<file path="config.mk">
export PLATFORM = sky130hd
export DESIGN_NAME = cd_dma
export DESIGN_NICKNAME = d
export VERILOG_FILES = /design/src/rtl/cd_dma.sv
export SDC_FILE = /design/constraint.sdc
export NUM_CORES = 1
export LEC_CHECK = 0
export ABC_AREA = 0
export CORE_MARGIN = 2
export CORE_UTILIZATION = 56
export CTS_BUF_LIST = sky130_fd_sc_hd__clkbuf_16
export CTS_CLUSTER_SIZE = 28
export DETAILED_ROUTE_END_ITERATION = 8
export HOLD_SLACK_MARGIN = 0.05
export PLACE_DENSITY = 0.85
export SYNTH_ARGS = -nofsm -noshare
export SYNTH_HDL_FRONTEND = slang
export SYNTH_SLANG_ARGS = --single-unit
</file>
<file path="constraint.sdc">
create_clock -name clk_sys -period 4.4 [get_ports clk_sys]
set_input_delay 0.66 -clock clk_sys [delete_from_list [all_inputs] [get_ports clk_sys]]
set_output_delay 0.66 -clock clk_sys [all_outputs]
set_load 0.01 [all_outputs]
</file>
<file path="src/rtl/cd_dma.sv">
// CD-system DMA: copies the sector cache (or a fill word) into 68k memory as
// 16-bit writes, owning the nBR/nBG/nBGACK bus handshake for the duration.
module cd_dma #(
  parameter int CACHE_AW = 11
) (
  input  logic                clk_sys,
  input  logic                nRESET,
  input  logic                START,
  input  logic [1:0]          MODE,
  input  logic [CACHE_AW-1:0] SRC_ADDR,
  input  logic [22:0]         DEST_ADDR,
  input  logic [15:0]         FILL_VALUE,
  input  logic [19:0]         WORD_COUNT,
  output logic [CACHE_AW-1:0] CACHE_ADDR,
  input  logic [7:0]          CACHE_DOUT,
  output logic                nBR,
  input  logic                nBG,
  output logic                nBGACK,
  input  logic                nAS,
  output logic                MEM_WR,
  output logic [22:0]         MEM_ADDR,
  output logic [15:0]         MEM_DATA,
  input  logic                MEM_READY,
  output logic                BUSY,
  output logic                DONE
);

  localparam logic [3:0] S_IDLE    = 4'd0;
  localparam logic [3:0] S_REQ     = 4'd1;
  localparam logic [3:0] S_WAITAS  = 4'd2;
  localparam logic [3:0] S_FETCH   = 4'd3;
  localparam logic [3:0] S_FETCH2  = 4'd4;
  localparam logic [3:0] S_FETCH3  = 4'd5;
  localparam logic [3:0] S_WRITE   = 4'd6;
  localparam logic [3:0] S_RELEASE = 4'd7;
  localparam logic [3:0] S_FINISH  = 4'd8;

  logic [3:0]          state;
  logic                start_q;
  logic                trig_q;
  logic                fill_mode;
  logic [15:0]         fill_r;
  logic [CACHE_AW-1:0] ptr;
  logic [22:0]         dest;
  logic [19:0]         count;

  always_ff @(posedge clk_sys or negedge nRESET) begin
    if (!nRESET) begin
      state      <= S_IDLE;
      start_q    <= 1'b0;
      trig_q     <= 1'b0;
      fill_mode  <= 1'b0;
      fill_r     <= '0;
      ptr        <= '0;
      dest       <= '0;
      count      <= '0;
      CACHE_ADDR <= '0;
      nBR        <= 1'b1;
      nBGACK     <= 1'b1;
      MEM_WR     <= 1'b0;
      MEM_ADDR   <= '0;
      MEM_DATA   <= '0;
      BUSY       <= 1'b0;
      DONE       <= 1'b0;
    end else begin
      start_q <= START;
      trig_q  <= START & ~start_q;
      DONE    <= 1'b0;
      case (state)
        S_IDLE: begin
          BUSY <= 1'b0;
          // trig_q is only honoured here, so edges during a transfer are dropped
          if (trig_q) begin
            BUSY      <= 1'b1;
            fill_mode <= MODE[0];
            fill_r    <= FILL_VALUE;
            ptr       <= SRC_ADDR & ~CACHE_AW'(1);
            dest      <= DEST_ADDR;
            count     <= WORD_COUNT;
            if (WORD_COUNT == 20'd0 || MODE[1]) begin
              state <= S_FINISH;
            end else begin
              state <= S_REQ;
              nBR   <= 1'b0;
            end
          end
        end
        S_REQ: if (!nBG) state <= S_WAITAS;
        S_WAITAS: begin
          // take the bus only once the 68k has finished its current cycle
          if (nAS) begin
            nBGACK <= 1'b0;
            nBR    <= 1'b1;
            if (fill_mode) begin
              state    <= S_WRITE;
              MEM_WR   <= 1'b1;
              MEM_ADDR <= dest;
              MEM_DATA <= fill_r;
            end else begin
              state      <= S_FETCH;
              CACHE_ADDR <= ptr;
            end
          end
        end
        S_FETCH: begin
          CACHE_ADDR <= ptr | CACHE_AW'(1);
          state      <= S_FETCH2;
        end
        S_FETCH2: begin
          MEM_DATA[15:8] <= CACHE_DOUT;
          state          <= S_FETCH3;
        end
        S_FETCH3: begin
          MEM_DATA[7:0] <= CACHE_DOUT;
          ptr           <= ptr + CACHE_AW'(2);
          MEM_WR        <= 1'b1;
          MEM_ADDR      <= dest;
          state         <= S_WRITE;
        end
        S_WRITE: begin
          if (MEM_READY) begin
            dest  <= dest + 23'd1;
            count <= count - 20'd1;
            if (count == 20'd1) begin
              MEM_WR <= 1'b0;
              state  <= S_RELEASE;
            end else if (fill_mode) begin
              MEM_ADDR <= dest + 23'd1;
            end else begin
              MEM_WR     <= 1'b0;
              CACHE_ADDR <= ptr;
              state      <= S_FETCH;
            end
          end
        end
        S_RELEASE: begin
          nBGACK <= 1'b1;
          state  <= S_FINISH;
        end
        S_FINISH: begin
          DONE  <= 1'b1;
          state <= S_IDLE;
        end
        default: state <= S_IDLE;
      endcase
    end
  end

endmodule

</file>
==> impl_metrics.toml, run 1 <==
[synthesis]
syn_area_sq_um = 7020
synth_compound_area_share_pct = 17.4
avgSynthCellArea_sq_um = 9.23
netlist_instances = 761
synth_top_family_by_area = "simple AND/OR/NAND/NOR gates"
synth_fa_ha_area_share_pct = 0.713
muxShareOfSynthArea_pct = 7.93
synthSimpleGateAreaFrac_pct = 20.8
synth_nets = 851
async_reset_ff_share_pct = 100
ys_ff_latch = 131
yosysWarnings = 0
yosysUniqueCellTypes = 66
synth_edf_count = 0
synth-xor-area-share_pct = 2.62
synthFlopType = "dfrtp_1"
seq_area_frac_synth_pct = 46.7

[timing]
slew_viol_final = 0
achievable-frequency_ghz = 0.324
hold_viol_final = 0
tns_ns = 0
setup_violations = 0
fin_crit_sh_pct = 70.1
rsz0062_at_grt = "no"
setup_slack_ns = 1.32
clock_skew_ns = 0.0105
max_slew.worst_pin.slew_ns = 1.35
max_slew_margin_pct = 9.61
fin_crit_ns = 3.08

[cells_and_area]
insertedDiodeCount = 0
final_common_cell = "clkdlybuf4s50_1"
most-common-layout-cells = "clkdlybuf4s50_1 (138), dfrtp_1 (129), nand2_1 (125)"
fin_nets = 973
area.growth.synth_to_final_pct = 29.0
drive_gt1_share_pct = 10.4

[detailed_routing]
routed_wl_mm = 19.6
ant_nets = 0
vias = 6518
wl_per_cell_microns = 18.4
drtIter0Drc = 568
firstDrtPassIters = 6
post-route-drc-count = 0
via_per_inst = 6.13

[critical_path]
endpoint_kind = "register"
required_ns = 4.70
cp-start-kind = "register"
cp_max_fo = 24
cp_data_arrival_time_ns = 3.38
crit_type = "reg2reg"

[global_routing]
track_usage_pct = 30.3
antenna_found_initial = 0
grt_overflow = 0
grt_first_pass_wirelength_mm = 31.5
busiest_layer = "met2"
grt_use_met1_pct = 37.9
grt_pass1_vias = 6342
met2_usage_pct = 50.5
grt_max_degree = 90
use_met3_pct = 8.00

[floorplan]
io_pins = 141
std_cell_rows = 40
dieArea_sq_um = 13400
start_util_pct = 58.0
die_w_microns = 116
die_y_microns = 116
core_sq_um = 12100

[clocking]
clockRootBuffer = "clkbuf_16"
hold_buffers = 0
numCtsBuffers = 17
cts_tree = "yes"
cts_buffer_depth = 2
clock_latency_ns = 0.42
post_cts_buffers = 0
cts.clk_slew.worst_paths_ns = 0.06
cts.sinks = 131
h-tree-depth = 4
post_cts_resized = 0

[place]
port_buffers = 139
hpwl_mm = 13.4
post-place-ws_ns = 1.36
gp_congestion = 0.915

[power]
irDropWorstVdd_uv = 451
leakagePower_nw = 3.65
power.density_nw_per_um2 = 686

[run]
cap_violations = 0

[hold_path]
hold_class = "reg2reg"

[status]
outcome = "complete, no violations"
[critical path, stage by stage, from the launching register on]
cell and delay, ns:
dfrtp_1 0.80, nor4bb_4 0.81, nand3_1 0.50, nor4_1 0.47, xor2_1 0.11, mux2_4 0.27
[final cells by class]
| type | count | area [sq um] |
|---|---|---|
| multi-input combinational | 571 | 3500 |
| sequential | 131 | 3280 |
| fill | 878 | 3060 |
| timing repair buffer | 151 | 1480 |
| clock buffer | 17 | 425 |
| tap | 168 | 210 |
| clock inverter | 15 | 118 |
| inverter | 11 | 41.3 |
[path summary, 6_finish.rpt]
path	endpoint	slack (ns)	cells after the start	startpoint
worst max-delay path	MEM_ADDR[19]$_DFFE_PN0P_	1.32	5	state[1]$_DFFE_PN0P_
worst min-delay path	trig_q$_DFF_PN0_	0.40	1	start_q$_DFF_PN0_
worst max register to register	MEM_ADDR[19]$_DFFE_PN0P_	1.32	5	state[1]$_DFFE_PN0P_
worst min register to register	trig_q$_DFF_PN0_	0.40	1	start_q$_DFF_PN0_
max in group asynchronous	nBGACK$_DFFE_PN1P_	2.95	2	nRESET
min in group asynchronous	dest[0]$_DFFE_PN0P_	0.45	1	nRESET
[metal layers]
layer | wire [microns] | vias up | part of all wire, %
li1 | - | 3002 | -
met1 | 7790 | 3139 | 40
met2 | 9730 | 331 | 50
met3 | 1580 | 46 | 8.1
met4 | 457 | 0 | 2.3
met5 | 0 | - | 0
[power breakdown]
group	leakage, nW	total, W	switching [W]	internal [W]
logic	1.85	0.00248	0.00120	0.00129
registers	1.54	0.00242	0.000638	0.00178
clock network	0.261	0.00131	0.000537	0.000768
total	3.65	0.00621	0.00237	0.00384
[through the flow]
| step | instances | utilization, % | power [W] | hold WS, ns | area (sq um) |
|---|---|---|---|---|---|
| 3_3_place_gp | 1032 | 70.3 | 0.00473 | 0.384 | 8510 |
| 6_report | 1064 | 74.8 | 0.00621 | 0.405 | 9050 |
| 4_1_cts | 1064 | 74.8 | 0.00622 | 0.411 | 9050 |
| 5_1_grt | 1064 | 74.8 | 0.00660 | 0.428 | 9050 |
| 3_5_place_dp | 1032 | 70.3 | 0.00486 | 0.403 | 8510 |
| 2_1_floorplan | 761 | - | 0.00383 | 0.364 | 7020 |
[cells by family (layout without fill, tap and decap cells)]
| kind of cell | after synthesis | after routing |
|---|---|---|
| simple gates | 300 | 300 |
| compound gates | 200 | 200 |
| flops | 131 | 131 |
| buf+inv | 59 | 194 |
| mux | 46 | 46 |
| xor+xnor | 21 | 21 |
| fa+ha+maj | 4 | 4 |
[sequential cells by signal, indices dropped and copies added, names as in the netlist]
signal,count
fill_mode,1
start_q,1
BUSY,1
state,4
nBR,1
trig_q,1
MEM_WR,1
CACHE_ADDR,11
MEM_ADDR,23
MEM_DATA,16
nBGACK,1
ptr,10
count,20
fill_r,16
dest,23
DONE,1
[synthesized netlist by cell type, drive strengths merged (14+ instances only)]
master / number / area [sq um]
a21oi: 75 / 375
nor3: 23 / 120
nor2: 54 / 203
nand3: 25 / 130
clkbuf: 34 / 129
o22ai: 16 / 100
o21ai: 44 / 220
mux2: 35 / 447
dfrtp: 129 / 3230
nand2: 125 / 469
nor4: 19 / 146
xnor2: 15 / 131
buf: 14 / 93.8
Note: power is estimated with default switching activity, not from simulation.
==> run 2, diff against run 1 <==
- CORE_UTILIZATION: 56 -> 47
- PLACE_DENSITY: 0.85 -> 0.76
- clock period: 4.4 -> 2.5 ns (I/O delays scaled with it)
==> run 2 against run 1 <==
Compared with the run above:
- sequential share of layout area shrank 1.3 points
- combinational power grew 81%
- critical path type unchanged
- largest power group unchanged
- core utilization shrank 10 points
==> impl_metrics.toml, run 2 (synthesis results as in run 1) <==
[critical_path]
cp_data_arrival_time_ns = 2.57
cp_max_fo = 10
cp-start-kind = "register"
required_ns = 2.80
endpoint_kind = "register"
crit_type = "reg2reg"

[detailed_routing]
vias = 6353
drtIter0Drc = 602
routed_wl_mm = 18.5
wl_per_cell_microns = 16.7
via_per_inst = 5.73
firstDrtPassIters = 5
post-route-drc-count = 0
ant_nets = 0

[cells_and_area]
drive_gt1_share_pct = 12.9
final_core_util_pct = 64.4
fillers = 1161
final_common_cell = "clkdlybuf4s50_1"
most-common-layout-cells = "clkdlybuf4s50_1 (138), dfrtp_1 (129), nand2_1 (124)"
insertedDiodeCount = 0
largest_registers = "MEM_ADDR: 23 flops, dest: 23 flops, count: 20 flops"
area.growth.synth_to_final_pct = 33.8
final_area_sq_um = 9390
fin_nets = 1001

[status]
outcome = "complete, no violations"

[floorplan]
start_util_pct = 48.1
dieArea_sq_um = 15900
die_y_microns = 126
std_cell_rows = 44
core_sq_um = 14600
die_w_microns = 126
io_pins = 141

[clocking]
post_cts_buffers = 0
numCtsBuffers = 17
cts.clk_slew.worst_paths_ns = 0.06
clockRootBuffer = "clkbuf_16"
cts.sinks = 131
clock_latency_ns = 0.42
cts_buffer_depth = 2
h-tree-depth = 4
cts_tree = "yes"

[global_routing]
grt_first_pass_wirelength_mm = 30.2
track_usage_pct = 23.6
grt_max_degree = 59
antenna_found_initial = 0
grt_pass1_vias = 5991
grt_overflow = 0

[timing]
clock_skew_ns = 0.0106
fin_crit_sh_pct = 90.5
slew_viol_final = 0
max_slew.worst_pin.slew_ns = 0.581
tns_ns = 0
rsz0062_at_grt = "no"
setup_violations = 0
achievable-frequency_ghz = 0.442
hold_viol_final = 0
fin_crit_ns = 2.26
max_slew_margin_pct = 61.0

[place]
hpwl_mm = 12.9
gp_congestion = 0.851
placed_area_sq_um = 8780
port_buffers = 139

[hold_path]
hold_class = "reg2reg"

[power]
combPwrFrac_pct = 40.3
intPower_w = 0.00718
power.density_nw_per_um2 = 1190
power.share.clock_pct = 22.8
leakagePower_nw = 3.85
irDropWorstVdd_uv = 620
netSwitchingPower_w = 0.00399
swShare_pct = 35.7
power_frac_seq_pct = 37.0

[run]
cap_violations = 0
[run 2: path summary, 6_finish.rpt]
kind	start	endpoint	slack (ns)	depth (start not counted)
max	state[3]$_DFFE_PN0P_	CACHE_ADDR[4]$_DFFE_PN0P_	0.24	5
min	start_q$_DFF_PN0_	trig_q$_DFF_PN0_	0.38	1
min in group asynchronous	nRESET	count[6]$_DFFE_PN0P_	0.47	2
max reg2reg	state[3]$_DFFE_PN0P_	CACHE_ADDR[4]$_DFFE_PN0P_	0.24	5
min reg2reg	start_q$_DFF_PN0_	trig_q$_DFF_PN0_	0.38	1
max in group asynchronous	nRESET	nBGACK$_DFFE_PN1P_	1.31	3
[run 2: stage by stage]
stage	power [W]	hold WS, ns	cells	setup slack [ns]
floorplan	0.00673	0.0794	761	0.277
global placement	0.00849	0.355	1075	0.197
detailed placement	0.00863	0.356	1075	0.155
CTS	0.0112	0.387	1108	0.148
global route	0.0119	0.400	1108	0.0678
finish	0.0112	0.384	1108	0.237
[run 2: cell type report]
| class | count | area [sq um] | area share, % |
|---|---|---|---|
| multi-input combinational | 571 | 3510 | 37.4 |
| sequential | 131 | 3280 | 34.9 |
| timing repair buffer | 179 | 1730 | 18.4 |
| clock buffer | 17 | 425 | 4.53 |
| tap | 184 | 230 | 2.45 |
| clock inverter | 15 | 174 | 1.85 |
| inverter | 11 | 41.3 | 0.440 |
[run 2: metal layers]
| layer | vias to the layer above | global-route usage (%) | part of all wire, % |
|---|---|---|---|
| li1 | 3065 | - | - |
| met1 | 3045 | 33.0 | 46 |
| met2 | 214 | 36.1 | 46 |
| met3 | 29 | 5.44 | 5.5 |
| met4 | 0 | 9.05 | 2.2 |
| met5 | - | 0 | 0 |
[run 2: repair_timing]
action | CTS | global route
hold buffers | 1 | 0
gates resized for setup | 0 | 1
endpoints found under the setup margin | 0 | 10
endpoints found under the hold margin | 47 | 0
[run 2: critical path: stages (launching register included)]
cell and delay [ns]:
dfrtp_1 0.49, nor4bb_4 0.47, nand4_1 0.13, o21ai_0 0.43
nand2_2 0.28, mux2_2 0.34
[run 2: power groups by stage]
stage / Combinational (W) / Sequential (W) / Clock, W
6_report: 0.00450 / 0.00413 / 0.00254
3_5_place_dp: 0.00450 / 0.00413 / 0
5_1_grt: 0.00496 / 0.00429 / 0.00269
3_3_place_gp: 0.00438 / 0.00411 / 0
2_1_floorplan: 0.00269 / 0.00404 / 0
4_1_cts: 0.00453 / 0.00412 / 0.00258
==> run 3, diff against run 2 <==
--- a/config.mk
+++ b/config.mk
@@ -13,4 +13,5 @@
 export DETAILED_ROUTE_END_ITERATION = 8
-export HOLD_SLACK_MARGIN = 0.05
+export HOLD_SLACK_MARGIN = 0.15
 export PLACE_DENSITY = 0.76
+export SLEW_MARGIN = 20
 export SYNTH_ARGS = -nofsm -noshare
==> constraint.sdc (replaced) <==
create_clock -name clk_sys -period 2.5 [get_ports clk_sys]
set_input_delay 0.75 -clock clk_sys [delete_from_list [all_inputs] [get_ports clk_sys]]
set_output_delay 0.75 -clock clk_sys [all_outputs]
set_load 0.01 [all_outputs]
==> run 3 against run 2 <==
Compared with the run above:
- fmax down 0.90%
- setup slack worse by 0.021 ns
- clock-buffer cell count unchanged
- cell area up 0.52%
- sequential share of layout area down 0.18 points
- worst hold slack worse by 0.10 ns
- highest routed layer unchanged
- via count down 1.5%
==> impl_metrics.toml, run 3 (synthesis results as in run 1) <==
[timing]
max_slew.worst_pin.slew_ns = 0.543
hold_viol_final = 0
slew_viol_final = 0
max_slew_margin_pct = 63.8
clock_skew_ns = 0.00724
fin_crit_sh_pct = 91.3
setup_slack_ns = 0.217
setup_violations = 0
achievable-frequency_ghz = 0.438
tns_ns = 0
whs_ns = 0.279
fin_crit_ns = 2.28
rsz0062_at_grt = "no"

[global_routing]
grt_max_degree = 54
grt_pass1_vias = 5999
track_usage_pct = 23.8
grt_first_pass_wirelength_mm = 30.6
antenna_found_initial = 0
grt_overflow = 0

[detailed_routing]
wl_per_cell_microns = 16.7
post-route-drc-count = 0
vias = 6257
drtIter0Drc = 469
routed_wl_mm = 18.5
ant_nets = 0
via_per_inst = 5.64
firstDrtPassIters = 5

[floorplan]
start_util_pct = 48.1
die_y_microns = 126
dieArea_sq_um = 15900
io_pins = 141
core_sq_um = 14600
die_w_microns = 126
std_cell_rows = 44

[clocking]
cts_tree = "yes"
cts.clk_slew.worst_paths_ns = 0.06
post_cts_resized = 0
numCtsBuffers = 17
cts.sinks = 131
hold_buffers = 0
clock_latency_ns = 0.42
cts_buffer_depth = 2
post_cts_buffers = 0
h-tree-depth = 4
clockRootBuffer = "clkbuf_16"

[critical_path]
required_ns = 2.80
cp_max_fo = 13
cp-start-kind = "register"
cp_data_arrival_time_ns = 2.59
worst-r2r-setup-slack_ns = 0.22
endpoint_kind = "register"
crit_type = "reg2reg"

[power]
power.density_nw_per_um2 = 1190
irDropWorstVdd_uv = 598
power.share.clock_pct = 22.7
intPower_w = 0.00721
netSwitchingPower_w = 0.00400
swShare_pct = 35.7
combPwrFrac_pct = 40.3
power_frac_seq_pct = 37.0
leakagePower_nw = 3.86

[cells_and_area]
area.growth.synth_to_final_pct = 34.5
fin_nets = 1003
insertedDiodeCount = 0
most-common-layout-cells = "clkdlybuf4s50_1 (138), dfrtp_1 (129), nand2_1 (125)"
final_common_cell = "clkdlybuf4s50_1"
largest_registers = "MEM_ADDR: 23 flops, dest: 23 flops, count: 20 flops"
drive_gt1_share_pct = 13.0

[status]
outcome = "complete, no violations"

[run]
cap_violations = 0

[place]
port_buffers = 139
post-place-ws_ns = -0.0471
hpwl_mm = 12.9
gp_congestion = 0.863

[hold_path]
hold_class = "in2async"
-- run 3: cell count changes in the layout (fill, tap and decap cells not counted) --
cell | before | now
nand2_1 | 124 | 125
dlygate4sd3_1 | 1 | 0
inv_1 | 14 | 15
buf_12 | 3 | 6
clkinvlp_4 | 1 | 2
clkinv_2 | 3 | 1
nand2_2 | 1 | 0
-- run 3: routing by layer --
| layer | GRT usage [%] | share of wire (%) | vias to the layer above |
|---|---|---|---|
| li1 | - | - | 3064 |
| met1 | 34.4 | 47 | 2970 |
| met2 | 36.4 | 46 | 203 |
| met3 | 3.99 | 4.9 | 20 |
| met4 | 8.53 | 1.6 | 0 |
| met5 | 0 | 0 | - |
-- run 3: stage by stage --
step / std cells / total power [W] / cell area, sq um / util (%)
2_1_floorplan: 761 / 0.00673 / 7020 / -
3_3_place_gp: 1078 / 0.00854 / 8840 / 60.6
3_5_place_dp: 1078 / 0.00867 / 8840 / 60.6
4_1_cts: 1110 / 0.0113 / 9440 / 64.7
5_1_grt: 1110 / 0.0120 / 9440 / 64.7
6_report: 1110 / 0.0112 / 9440 / 64.7
-- run 3: final timing paths --
kind	startpoint	end	cells after the start
setup / recovery	state[0]$_DFFE_PN0P_	MEM_ADDR[15]$_DFFE_PN0P_	6
hold / removal	nRESET	count[9]$_DFFE_PN0P_	1
setup reg to reg	state[0]$_DFFE_PN0P_	MEM_ADDR[15]$_DFFE_PN0P_	6
hold reg to reg	start_q$_DFF_PN0_	trig_q$_DFF_PN0_	1
max in group asynchronous	nRESET	nBR$_DFFE_PN1P_	2
min in group clk_sys	start_q$_DFF_PN0_	trig_q$_DFF_PN0_	1
-- run 3: layout make-up --
class                           count  area (sq um)
Sequential cell                   131          3280
Clock inverter                     15           175
Inverter                           11          41.3
Multi-Input combinational cell    571          3510
Fill cell                        1167          5150
Clock buffer                       17           425
Tap cell                          184           230
Timing Repair Buffer              181          1780
-- run 3: critical path, cell delays in order, from the launching register on --
cell      delay (ns)
dfrtp_1         0.54
nor4bb_4        0.48
nand3_1         0.30
buf_4           0.23
nor3_1          0.25
xnor2_1         0.10
mux2_2          0.26
-- run 3: power groups by stage --
stage	sequential (W)	clock, W	combinational (W)
6_report	0.00415	0.00255	0.00452
5_1_grt	0.00431	0.00268	0.00497
4_1_cts	0.00413	0.00259	0.00454
3_5_place_dp	0.00416	0	0.00451
3_3_place_gp	0.00413	0	0.00441
2_1_floorplan	0.00404	0	0.00269
